### src/rtl/rvvi_ack_rx.sv
// Host acknowledgement frame receiver for the RVVI trace link.
// Recovers acked Minstret / host load and throttles the core.
module rvvi_ack_rx #(
  parameter logic [15:0] ETHERTYPE     = 16'h005C,
  parameter logic [63:0] STALL_THRESH  = 64'd64,
  parameter logic [63:0] RESUME_THRESH = 64'd16,
  parameter logic [31:0] TIMEOUT       = 32'd100000
) (
  input  logic        clk,
  input  logic        reset,
  input  logic [31:0] RxTdata,
  input  logic [3:0]  RxTkeep,
  input  logic        RxTvalid,
  input  logic        RxTlast,
  output logic        RxTready,
  input  logic [63:0] Minstret,
  output logic        AckValid,
  output logic [63:0] AckMinstret,
  output logic [31:0] HostLoad,
  output logic [63:0] Outstanding,
  output logic        ExternalStall,
  output logic        TimeoutStall,
  output logic [15:0] GoodFrameCount,
  output logic [15:0] BadFrameCount
);

  typedef enum logic [1:0] {
    IDLE,
    RECV,
    DISCARD
  } state_t;

  state_t      r_state;
  state_t      w_next;
  logic [2:0]  r_cnt;
  logic        r_rdy;
  logic        r_ackv;
  logic        r_stall;
  logic [63:0] r_ack;
  logic [63:0] r_out;
  logic [31:0] r_load;
  logic [31:0] r_wd;
  logic [15:0] r_good;
  logic [15:0] r_bad;
  logic [15:0] r_w3;
  logic [31:0] r_w4;
  logic [31:0] r_w5;

  logic        w_beat;
  logic        w_bad;
  logic        w_cand;
  logic        w_fresh;
  logic        w_ok;
  logic        w_stale;
  logic        w_tmo;
  logic [63:0] w_new_ack;

  assign w_beat    = RxTvalid & r_rdy;
  assign w_new_ack = {r_w5[15:0], r_w4, r_w3};
  // Wrap-safe ordering: newer-or-equal when the difference is non-negative.
  assign w_fresh   = $signed(w_new_ack - r_ack) >= 64'sd0;
  assign w_ok      = w_cand & w_fresh;
  assign w_stale   = w_cand & ~w_fresh;
  assign w_tmo     = r_wd >= TIMEOUT;

  always_ff @(posedge clk) begin
    if (reset) r_state <= IDLE;
    else       r_state <= w_next;
  end

  always_comb begin
    w_next = r_state;
    w_bad  = 1'b0;
    w_cand = 1'b0;
    case (r_state)
      IDLE: begin
        if (w_beat) begin
          if (RxTlast) w_bad  = 1'b1;
          else         w_next = RECV;
        end
      end
      RECV: begin
        if (w_beat) begin
          if (r_cnt == 3'd3 &&
              RxTdata[15:0] != ETHERTYPE) begin
            w_bad  = 1'b1;
            w_next = RxTlast ? IDLE : DISCARD;
          end else if (RxTlast) begin
            w_next = IDLE;
            if (r_cnt == 3'd6 && RxTkeep == 4'hF)
              w_cand = 1'b1;
            else
              w_bad = 1'b1;
          end else if (r_cnt == 3'd6) begin
            w_bad  = 1'b1;
            w_next = DISCARD;
          end
        end
      end
      DISCARD: begin
        if (w_beat && RxTlast) w_next = IDLE;
      end
      default: w_next = IDLE;
    endcase
  end

  always_ff @(posedge clk) begin
    if (reset) begin
      r_cnt   <= 3'd0;
      r_rdy   <= 1'b0;
      r_ackv  <= 1'b0;
      r_stall <= 1'b0;
      r_ack   <= 64'd0;
      r_out   <= 64'd0;
      r_load  <= 32'd0;
      r_wd    <= 32'd0;
      r_good  <= 16'd0;
      r_bad   <= 16'd0;
      r_w3    <= 16'd0;
      r_w4    <= 32'd0;
      r_w5    <= 32'd0;
    end else begin
      r_rdy <= 1'b1;
      if (w_beat) begin
        if (r_state == IDLE) r_cnt <= 3'd1;
        else                 r_cnt <= r_cnt + 3'd1;
        if (r_state == RECV) begin
          case (r_cnt)
            3'd3:    r_w3 <= RxTdata[31:16];
            3'd4:    r_w4 <= RxTdata;
            3'd5:    r_w5 <= RxTdata;
            default: ;
          endcase
        end
      end
      // Commit lands on the last beat's edge; word6 is still on the bus.
      r_ackv <= w_ok;
      if (w_ok) begin
        r_ack  <= w_new_ack;
        r_load <= {RxTdata[15:0], r_w5[31:16]};
        if (r_good != 16'hFFFF) r_good <= r_good + 16'd1;
      end
      if ((w_bad | w_stale) && r_bad != 16'hFFFF)
        r_bad <= r_bad + 16'd1;
      r_out <= Minstret - r_ack;
      if (r_out >= STALL_THRESH || w_tmo)
        r_stall <= 1'b1;
      else if (r_out < RESUME_THRESH)
        r_stall <= 1'b0;
      if (r_ackv || r_out == 64'd0)
        r_wd <= 32'd0;
      else if (r_wd != 32'hFFFF_FFFF)
        r_wd <= r_wd + 32'd1;
    end
  end

  assign RxTready       = r_rdy;
  assign AckValid       = r_ackv;
  assign AckMinstret    = r_ack;
  assign HostLoad       = r_load;
  assign Outstanding    = r_out;
  assign ExternalStall  = r_stall;
  assign TimeoutStall   = w_tmo;
  assign GoodFrameCount = r_good;
  assign BadFrameCount  = r_bad;

endmodule

### config.mk
export PLATFORM = sky130hd
export DESIGN_NAME = rvvi_ack_rx
export DESIGN_NICKNAME = d
export VERILOG_FILES = /design/src/rtl/rvvi_ack_rx.sv
export SDC_FILE = /design/constraint.sdc
export NUM_CORES = 1
export LEC_CHECK = 0
export ABC_AREA = 0
export BUFFER_PORTS_ARGS = -buffer_cell sky130_fd_sc_hd__buf_2
export CELL_PAD_IN_SITES_DETAIL_PLACEMENT = 1
export CELL_PAD_IN_SITES_GLOBAL_PLACEMENT = 1
export CORE_MARGIN = 4
export CORE_UTILIZATION = 41
export DETAILED_ROUTE_END_ITERATION = 16
export PLACE_DENSITY_LB_ADDON = 0.1
export SYNTH_ARGS = -nofsm -noshare
export SYNTH_HDL_FRONTEND = slang
export SYNTH_SLANG_ARGS = --single-unit
### constraint.sdc
create_clock -name clk -period 3.4 [get_ports clk]
set_input_delay 0.68 -clock clk [delete_from_list [all_inputs] [get_ports clk]]
set_output_delay 0.68 -clock clk [all_outputs]
set_load 0.03 [all_outputs]
Yosys cells after proc, flatten, opt, wreduce, memory -nomap -nowiden
Index checks and enable logic that the tools add are counted.
{"block": "classes", "n_addsub": 6, "n_mul": 0, "div": 0, "n_lt_le_gt_ge": 4, "eq_ne": 16, "shifts": 0, "mux": 26, "bitwise": 5, "reduce_logical": 15}
{"op": "subtractor 64 bit", "n": 2}
{"op": "greater-or-equal comparator 64 x 1 -> 1 bit (second input constant)", "n": 1}
{"op": "greater-or-equal comparator 64 x 7 -> 1 bit (second input constant)", "n": 1}
{"op": "logical NOT 64 bit", "n": 1}
{"op": "< comparator 64 x 5 -> 1 bit (second input constant)", "n": 1}
{"op": "adder 16 x 1 -> 16 bit (second input constant)", "n": 2}
{"op": "adder 32 x 1 -> 32 bit (second input constant)", "n": 1}
{"op": "greater-or-equal comparator 32 x 17 -> 1 bit (second input constant)", "n": 1}
{"op": "inequality test 16 bit (second input constant)", "n": 2}
{"op": "inequality test 32 bit (second input constant)", "n": 1}
{"op": "two-way mux 2 bit", "n": 8}
{"op": "inequality test 16 x 7 -> 1 bit (second input constant)", "n": 1}
{"op": "two-way mux 1 bit", "n": 15}
{"op": "== test 3 bit (second input constant)", "n": 3}
{"op": "AND reduction 3 bit", "n": 3}
{"op": "inequality test 2 bit (second input constant)", "n": 4}
{"op": "one-hot mux 2 bit (3 select lines)", "n": 1}
{"op": "AND reduction 5 bit", "n": 1}
{"op": "== test 4 bit (second input constant)", "n": 1}
{"op": "logical AND 1 bit", "n": 4}
{"op": "inequality test 4 bit (second input constant)", "n": 1}
{"op": "adder 3 x 1 -> 3 bit (second input constant)", "n": 1}
{"op": "bitwise AND 1 bit", "n": 3}
{"op": "== test 3 x 2 -> 1 bit (second input constant)", "n": 1}
{"op": "other kinds (11)", "n": 12}
{"block": "word_totals", "register_bits": 312, "latch_bits": 0, "ramBits": 0, "romBits": 0, "in_bits": 104, "out_inout_bits": 196, "elab_cells": 86, "memories": 0}

Logic depth before layout (Yosys ltp)
Gate-level depths: netlist of the first run.
{"block": "depth", "depth_word": 10, "depth_mapped": 13, "ltp_nobuf": 13}

Worst setup path before layout of the first run
OpenSTA, ideal clock, no wires.
{"block": "synth_path", "path_type": "in2reg", "from": "input Minstret[0]", "to": "register r_out[60], in the netlist Outstanding[60]", "setup_ns": 0.128, "arrival_time_ns": 2.912, "required_ns": 3.272, "path_slack_ns": 0.360, "path_stages": 13, "n_path_buf": 0, "path_cell_list": "inv_1 > ha_1 > fa_1 > nand2b_1 > a21oi_1 > o21a_1 > o21ai_0 > o21ai_0 > o21ai_0 > o211a_1 > o41ai_1 > xnor2_1 > nor2_1"}
{"block": "synth_via", "elab_chain_cells": 1}
{"element": "from (decl)", "line": "16", "text": "input logic [63:0] Minstret,"}
{"element": "subtractor 64 bit", "line": "145", "text": "r_out <= Minstret - r_ack;"}
{"element": "to (signal assigned)", "line": "145"}
{"element": "to (decl)", "line": "40", "text": "logic [63:0] r_out;"}
No other way between the ends.
A chain may end at the register's enable or synchronous reset.

Worst setup path after layout of the first run
{"block": "layout_path", "from": "register r_ack[4], in the netlist AckMinstret[4]", "to": "register r_out[59], in the netlist Outstanding[59]"}
{"block": "layout_via", "elab_chain_cells": 1}
{"element": "from (decl)", "line": "39", "text": "logic [63:0] r_ack;"}
{"element": "from (signal assigned)", "line": "139", "text": "r_ack <= w_new_ack;"}
{"element": "subtractor 64 bit", "line": "145"}
No other way between the ends.

==> results.txt, run 1 <==
- The H-tree was split into 2 levels.
* Maximum number of pins on one net before global-route repair: 79
* Net Sw Power: 2.482 mW
* Layout cells sized above 1: 0.2314
- Across the run, the number of max-cap violations was 0.
* Syn nets: 2368
* Number of synthesized flops with an enable pin: 0
- The largest single stage delay on the critical path is 420 ps.
- In this run the static leakage power is 9.063 nW.
- Post-route clock period utilization: 0.9535
* Internal power of the cells: 6.810 mW
- Finished Core Util: 0.5339
- Relative contribution of combinational cells to total power: 0.118
- The final max-slew violation count is 0.
- TritonCTS built the clock tree.
* YS warnings: 0
- Total number of vias: 16950
* Remaining number of nets flagged by the antenna check after routing: 0
- Summing all flip-flop and latch instances after layout gives 6247 um2.
* Final Hold Vio Count: 0
- The largest individual stage delay along the critical path comes from the cell sky130_fd_sc_hd__a2111o_1.
- Metal2 WL: 30420 um
- Min-delay worst type: in -> reg
* Top-level I/O count: 300
- For the pin with the worst max-slew slack, the measured transition is 784.0 ps.
* Global-route usage over all layers: 0.2791
- The count of buffers added on input and output ports is 299.
* DRC violations left: 0
- Row Count: 73
* Class of the most critical setup path: reg -> reg
- Most used cell, CP: sky130_fd_sc_hd__buf_4
* Synthesized netlist cell count: 2128
- Iter 0 DRT Violations: 765
- Pwr/cell area: 436.0 nW/um2
- Result of the run: complete, no violations
- The via count of the first global-routing pass came to 17460.
* Number of cell instances on the worst register-to-register path: 14
- Number of clock sinks: 312
- Crit-path cells: inv_1 -> ha_1 -> buf_4 -> a2111o_1 -> o21a_2 -> o211ai_1 -> buf_4 -> and3_4 -> a21oi_4 -> a21o_4 -> buf_4 -> nand3b_1 -> mux2i_1 -> nand2_1
- Clock-pin slew was measured on the worst setup and hold paths at 60 ps.
- The die is 209.5 um tall.
* Die Area: 43870 um2
- Of all flip-flops after synthesis, the portion carrying an async set or reset was 0.
- Setup violations remaining at the end of the flow were counted as 0.
* Clock power frac: 0.475
- Net Sw Frac: 0.2671
* Total clock buffers created by CTS: 38
* Required time of the critical path: 3850 ps
- The clock arrives with 16.10 ps of skew.
- The first detailed-routing pass ran for 5 iterations.
- Slew margin rel.: 0.4725
* Initial antenna violation count: 1
- Each instance of the synthesized netlist takes up on average 7.819 um2.
* Worst setup EP type: flop
- For this run the aggregate overflow at the end of global routing stands at 0.
- At the end of the flow, the number of nets in the layout was 2794.
- From synthesis to final layout, the design area changed by 28.08%.
* Clock latency at the later pin of the worst-skew pair: 570 ps
- Metal1 wirelength: 28230 um
- Final hold slack: 413.0 ps
- Horizontal die dimension: 209.5 um
- Setup total negative slack on the finished layout was measured at 0 ps.
- After filler insertion, the fill cell instance count of the layout stands at 4989.
* Detailed Route WL: 64090 um
- Wire segments on met3 add up to 3337 um in the final route.
- Along the worst hold path, the cell count comes to 3.
* Sequential share of power: 0.408
* Maximum operating frequency: 308.5 MHz
- Average wire per cell in the routed design: 20.61 um
- No sink is reached through more buffers than the 3 on the longest clock path.
- Sum of net half-perimeters after detailed placement: 50070 um
* Average vias per placed instance: 5.450
- Library cell with the largest summed area after synthesis: sky130_fd_sc_hd__dfxtp_1
* Maximum fanout encountered on the critical timing path: 4
- Data arrives at the worst endpoint at 3690 ps.
- IR analysis of the VDD net gives a maximum drop of 0.3019 mV.
- The cell sitting at the root of the clock tree is a sky130_fd_sc_hd__clkbuf_16.
- The congestion estimate from routability-driven global placement came to 0.8919.
* Top cell type's share of synthesized area: 0.3754
- Summing every instance area after synthesis gives 16640 um2.
- The initial utilization of the core area, before any placement, comes to 0.4169.
- Summing all multi-input logic gate instances after layout gives 9749 um2.
- Ranked by total cell area, the synthesized netlist is headed by sky130_fd_sc_hd__dfxtp_1, sky130_fd_sc_hd__ha_1, sky130_fd_sc_hd__nand2_1, sky130_fd_sc_hd__a21oi_1, sky130_fd_sc_hd__nor2_1.
- Core outline area: 39910 um2
- After synthesis, the netlist uses 76 different library cells.
- Category of the worst setup path launch point: flop
- In the synthesized netlist the dominant register cell turns out to be sky130_fd_sc_hd__dfxtp_1.
* Flip-flop and latch count after synthesis: 312
- Of the synthesized area, sequential elements account for 0.3754.
- Setup repair after global routing left no endpoint under its margin.
- Final Critical Period: 3242 ps
- Top Metal Used: met4
- The first global-routing pass estimated 97920 um of wire.
==> state kept, by name, indices dropped and copies added, names as in the netlist <==
name and flops:
GoodFrameCount 16, RxTready 1, r_cnt 3, r_w5 32, r_wd 32, AckValid 1
r_w3 16, HostLoad 32, BadFrameCount 16, AckMinstret 64, ExternalStall 1, r_state 2
Outstanding 64, r_w4 32
==> routing by layer <==
layer / global-route usage / vias up
li1: - / 8218
met1: 0.3627 / 8220
met3: 0.04514 / 106
met4: 0.09023 / 0
met2: 0.4750 / 404
met5: 0 / -
==> cells in the mapped netlist, types with 12 or more instances <==
library cell               count
sky130_fd_sc_hd__a21oi_1     298
sky130_fd_sc_hd__dfxtp_1     312
sky130_fd_sc_hd__xor2_1       48
sky130_fd_sc_hd__o21ai_0      65
sky130_fd_sc_hd__nor4_1       30
sky130_fd_sc_hd__nand4_1      50
sky130_fd_sc_hd__nor2_1      168
sky130_fd_sc_hd__ha_1        135
sky130_fd_sc_hd__and3_1       18
sky130_fd_sc_hd__xnor2_1      54
sky130_fd_sc_hd__nand3_1      37
sky130_fd_sc_hd__or3_1        18
sky130_fd_sc_hd__nand2b_1     13
sky130_fd_sc_hd__inv_1        87
sky130_fd_sc_hd__nand2_1     450
sky130_fd_sc_hd__clkbuf_1     77
sky130_fd_sc_hd__nor3_1       25
sky130_fd_sc_hd__a211oi_1     12
sky130_fd_sc_hd__buf_2        20
sky130_fd_sc_hd__a21o_1       46
==> path summary, 6_finish.rpt <==
path / from / endpoint / slack, ps
setup / recovery: AckMinstret[4] / Outstanding[59] / 160
hold / removal: RxTdata[28] / r_w3[12] / 410
setup reg to reg: AckMinstret[4] / Outstanding[59] / 160
hold reg to reg: HostLoad[20] / HostLoad[20] / 450
==> power groups by stage <==
| stage | Clock, mW | Combinational [mW] | Sequential (mW) |
|---|---|---|---|
| floorplan | 0 | 0.484 | 3.99 |
| global placement | 0 | 1.06 | 3.87 |
| detailed placement | 0 | 1.08 | 3.87 |
| CTS | 4.50 | 1.09 | 3.79 |
| global route | 4.66 | 1.18 | 3.79 |
| finish | 4.41 | 1.09 | 3.79 |
==> cells by family (layout without fill, tap and decap cells) <==
kind of cell / count (synthesis) / in the layout / share of synthesized area
flops: 312 / 312 / 0.3754
other cells: 0 / 1 / 0
mux: 7 / 8 / 0.004887
fa+ha+maj: 136 / 136 / 0.1027
buf+inv: 190 / 645 / 0.04534
simple gates: 873 / 873 / 0.2396
compound gates: 508 / 508 / 0.1784
xor+xnor: 102 / 102 / 0.05369
==> cell usage in the layout, fill, tap and decap left out, types with 11 or more instances in the layout <==
cell type	n
sky130_fd_sc_hd__o21ai_0	61
sky130_fd_sc_hd__or3_1	18
sky130_fd_sc_hd__nand2_1	450
sky130_fd_sc_hd__nand4_1	50
sky130_fd_sc_hd__ha_1	134
sky130_fd_sc_hd__nand3_1	37
sky130_fd_sc_hd__clkbuf_16	38
sky130_fd_sc_hd__inv_1	87
sky130_fd_sc_hd__xor2_1	48
sky130_fd_sc_hd__buf_2	298
sky130_fd_sc_hd__buf_4	185
sky130_fd_sc_hd__nor2_1	168
sky130_fd_sc_hd__a21o_1	46
sky130_fd_sc_hd__xnor2_1	54
sky130_fd_sc_hd__dfxtp_1	311
sky130_fd_sc_hd__nor3_1	25
sky130_fd_sc_hd__a211oi_1	11
sky130_fd_sc_hd__nor4_1	28
sky130_fd_sc_hd__a21oi_1	297
sky130_fd_sc_hd__nand2b_1	13
sky130_fd_sc_hd__and3_1	18
==> timing repair <==
item                       in CTS  in global routing
cloned                          0                  1
setup buffers                   0                  4
pin swaps                       0                  8
hold buffers                    0                  0
setup endpoints to repair      59                139
resized for setup               3                 22
==> critical path, delay by kind of cell, from the launching register on <==
kind / cells / cell delay, ps
AO/OA/AOI/OAI: 5 / 1270
AND/OR/NAND/NOR: 3 / 370
adder cells (fa/ha/maj): 1 / 340
buffers and inverters: 4 / 610
multiplexers: 1 / 200
flip-flops: 1 / 350
==> stage by stage <==
stage               instances  power (mW)  worst slack (ps)  cell area (um2)
floorplan                2128       4.478             360.2            16640
global placement         3034       4.931            -359.1            19800
detailed placement       3034       4.947            -342.7            19800
CTS                      3104       9.372             17.97            21170
global route             3110       9.632             3.005            21310
finish                   3110       9.292             158.1            21310
==> area by class of cell <==
cell class                 count  area share
clock buffer                  51     0.05114
sequential                   312      0.2931
antenna                        1   0.0001174
inverter                      87     0.01532
tap                          525     0.03082
multi-input combinational   1627      0.4575
timing repair buffer         488      0.1391
clock inverter                19     0.01286
(Power assumes the default switching activity.)
==> inputs of run 2 (changes only) <==
==> config.mk (replaced) <==
export PLATFORM = sky130hd
export DESIGN_NAME = rvvi_ack_rx
export DESIGN_NICKNAME = d
export VERILOG_FILES = /design/src/rtl/rvvi_ack_rx.sv
export SDC_FILE = /design/constraint.sdc
export NUM_CORES = 1
export LEC_CHECK = 0
export ABC_AREA = 0
export BUFFER_PORTS_ARGS = -buffer_cell sky130_fd_sc_hd__buf_2
export CORE_MARGIN = 4
export CORE_UTILIZATION = 57
export DETAILED_ROUTE_END_ITERATION = 16
export PLACE_DENSITY = 0.81
export SYNTH_ARGS = -nofsm -noshare
export SYNTH_HDL_FRONTEND = slang
export SYNTH_SLANG_ARGS = --single-unit
==> results.txt, run 2 (same netlist as run 1, synthesis figures left out) <==
- The fraction of layout cells with a size suffix above 1 came to 0.2141 (-0.01728).
- The required time of the critical path was 3820 ps (-30 ps).
- The number of antenna violations at the first check in global routing came to 0 (-1).
* Category of the worst setup path launch point: flop
- The worst setup skew after layout is 23.23 ps (+7.130 ps).
* Final Hold Vio Count: 0 (unchanged)
- The data arrival time of the critical path came to 3720 ps (+30 ps).
- # setup viols final: 0 (unchanged)
- The worst setup path is captured at a flop.
- Average vias per placed instance: 5.882 (+7.9%)
* Relative contribution of combinational cells to total power: 0.119 (about the same)
- Among the stages of the critical path, the cell type that occurs most often is sky130_fd_sc_hd__a21o_1.
* Final-stage net count: 2759 (-1.3%)
* Hold_buf cts: 0 (unchanged)
- Slowest CP cell: sky130_fd_sc_hd__mux2_4
* Final Critical Period: 3299 ps (+56.75 ps)
- Iter 0 DRT Violations: 1632 (+110%)
- Maximum number of buffers from clock root to sink: 3 (unchanged)
- Iteration count of the initial detailed-routing pass: 6 (+1)
* Net Sw Power: 2.313 mW (-6.8%)
* Wire length of the first global-routing pass: 86910 um (-11%)
- The placer congestion estimate came to 1.014 (+14%).
- Leaving out fill and tap cells, the most frequent cells in the layout are sky130_fd_sc_hd__nand2_1, sky130_fd_sc_hd__dfxtp_1, sky130_fd_sc_hd__a21oi_1, sky130_fd_sc_hd__buf_2, sky130_fd_sc_hd__nor2_1.
* Class of the most critical setup path: reg -> reg
* Sequential share of power: 0.434 (+0.026)
- Final worst setup slack: 101.3 ps (-56.75 ps)
- The tree is rooted in a sky130_fd_sc_hd__clkbuf_16.
- Crit path largest cell delay: 430 ps (about the same)
- Crit-path cells: inv_1 -> ha_1 -> a21o_1 -> a21o_1 -> a221oi_2 -> o21ai_1 -> o2111ai_4 -> nand3_4 -> mux2_4 -> nor2_4 -> nand4_1 -> mux2_1
- Post-DP Area: 19420 um2 (-1.9%)
- Clock-pin slew on the worst setup and hold paths: 60 ps (about the same)
- The final max-slew violation count is 0 (unchanged).
- Count of maximum capacitance violations: 0 (unchanged)
- Count of fill cells added during filler insertion: 2344 (-53%)
- The total overflow reported by the global router came to 0 (unchanged).
- Maximum fanout encountered on the critical timing path: 6 (+2)
- The normalized max-slew margin is 0.5038 (+0.03125).
* Core outline area: 28780 um2 (-28%)
- Net Sw Frac: 0.2648 (-0.002314)
- The width of the chip is 178.9 um (-15%).
- Maximum operating frequency: 303.2 MHz (-1.7%)
* Minimum setup slack after placement: -247.1 ps (+95.64 ps)
- Clock latency at the later pin of the worst-skew pair: 540 ps (-30 ps)
- The via count of the first global-routing pass came to 16620 (-4.8%).
- The ratio of total power to cell area is 421.8 nW/um2 (-3.3%).
- Result of the run: complete, no violations
* Worst VDD drop: 0.3713 mV (+23%)
* Global-route usage over all layers: 0.3428 (+0.06375)
- The vertical extent of the die came to 178.9 um (-15%).
* Total number of vias: 17240 (+1.7%)
* Remaining number of nets flagged by the antenna check after routing: 0 (unchanged)
* I/O Buffers: 299 (unchanged)
- The sum of net half-perimeters after detailed placement was 43030 um (-14%).
- The number of rows created at floorplan came to 62 (-15%).
* Total clock buffers created by CTS: 36 (-5.3%)
* Total negative slack for setup checks: 0 ps (unchanged)
- Static leakage power: 8.809 nW (-2.8%)
- Maximum number of pins on one net before global-route repair: 90 (+14%)
- Post-route cell area: 20710 um2 (-2.8%)
* Top-level I/O count: 300 (unchanged)
- Compared with the post-synthesis result, the final layout area differs by 24.48%.
* Detailed Route WL: 57360 um (-10%)
- The clock sink count was 312 (unchanged).
- Average wire per cell in the routed design: 19.58 um (-5.0%)
- Min-delay worst type: in -> reg
- Clock tree from TritonCTS: yes
* DRC violations left: 0 (unchanged)
- Die Area: 31990 um2 (-27%)
- Setup repair after global routing left no endpoint under its margin.
- Internal power of the cells: 6.423 mW (-5.7%)
- The relative contribution of the clock network to total power is 0.446 (-0.029).
- Most common cell after layout, fill and taps aside: sky130_fd_sc_hd__nand2_1
- Least-Margin Pin Slew: 741.6 ps (-42.39 ps)
* Initial cell density of the core: 0.5782 (+0.1613)
- The share of the clock period used by the worst path was 0.9702 (+0.01669).
- The depth of the worst register-to-register path was 12 (-2).
- Hold Path Stages: 3 (unchanged)
- H-Tree Level Count: 2 (unchanged)
==> run 2: cell count changes in the layout (fill, tap and decap cells not counted), sizes merged <==
cell	delta
clkbuf	-2
inv	-3
bufinv	-2
clkinv	+1
bufbuf	+1
buf	-34
==> run 2: layer usage <==
metal	global-route usage	vias up	wire length (um)
met5	0	-	0
met4	0.1321	0	2280
met3	0.06137	142	5743
met2	0.5765	891	26620
met1	0.4384	8049	22720
li1	-	8153	-
==> run 2: what timing repair did <==
item | 4_1_cts | 5_1_grt
cloned | 1 | 1
setup buffers | 0 | 1
hold endpoints to repair | 0 | 0
pin swaps | 0 | 3
gates resized for setup | 1 | 6
endpoints found under the setup margin | 1 | 66
==> run 2: worst max-delay path: cells and delay by family (launching register included) <==
kind / cells / cell delay, ps
AOI/OAI and AO/OA: 5 / 1140
adders and majority gates: 1 / 330
buffers and inverters: 1 / 100
DFF: 1 / 380
muxes: 2 / 760
and+or+nand+nor: 3 / 480
==> run 2: area by class of cell <==
class | count | area [um2] | area share
clock inverters | 15 | 200.2 | 0.009665
diodes | 1 | 2.502 | 0.0001208
repair buffers | 455 | 2771 | 0.1338
clock buffers | 49 | 989.7 | 0.04778
multi-input cells | 1627 | 9696 | 0.4681
inverters | 87 | 326.6 | 0.01577
well taps | 384 | 480.5 | 0.02320
flip-flops and latches | 312 | 6247 | 0.3016
==> run 2: per-stage QoR <==
stage               hold slack (ps)  total power [mW]  utilization  std cells
finish                        430.6             8.736       0.7197       2930
global route                  431.2             8.994       0.7196       2929
CTS                           418.1             8.738       0.7177       2927
detailed placement            442.6             4.892       0.6749       2862
global placement              436.0             4.881       0.6749       2862
floorplan                     436.6             4.478            -       2128
==> run 2: path summary, 6_finish.rpt <==
path	startpoint	to	slack (ps)
min	RxTdata[22]	r_w4[22]	430
min reg2reg	HostLoad[27]	HostLoad[27]	450
max	AckMinstret[28]	GoodFrameCount[3]	100
max reg2reg	AckMinstret[28]	GoodFrameCount[3]	100
==> run 2: power groups by stage <==
stage / sequential [mW] / combinational (mW) / clock [mW]
floorplan: 3.99 / 0.484 / 0
global placement: 3.87 / 1.01 / 0
detailed placement: 3.87 / 1.02 / 0
CTS: 3.79 / 1.03 / 3.92
global route: 3.80 / 1.12 / 4.08
finish: 3.79 / 1.04 / 3.90
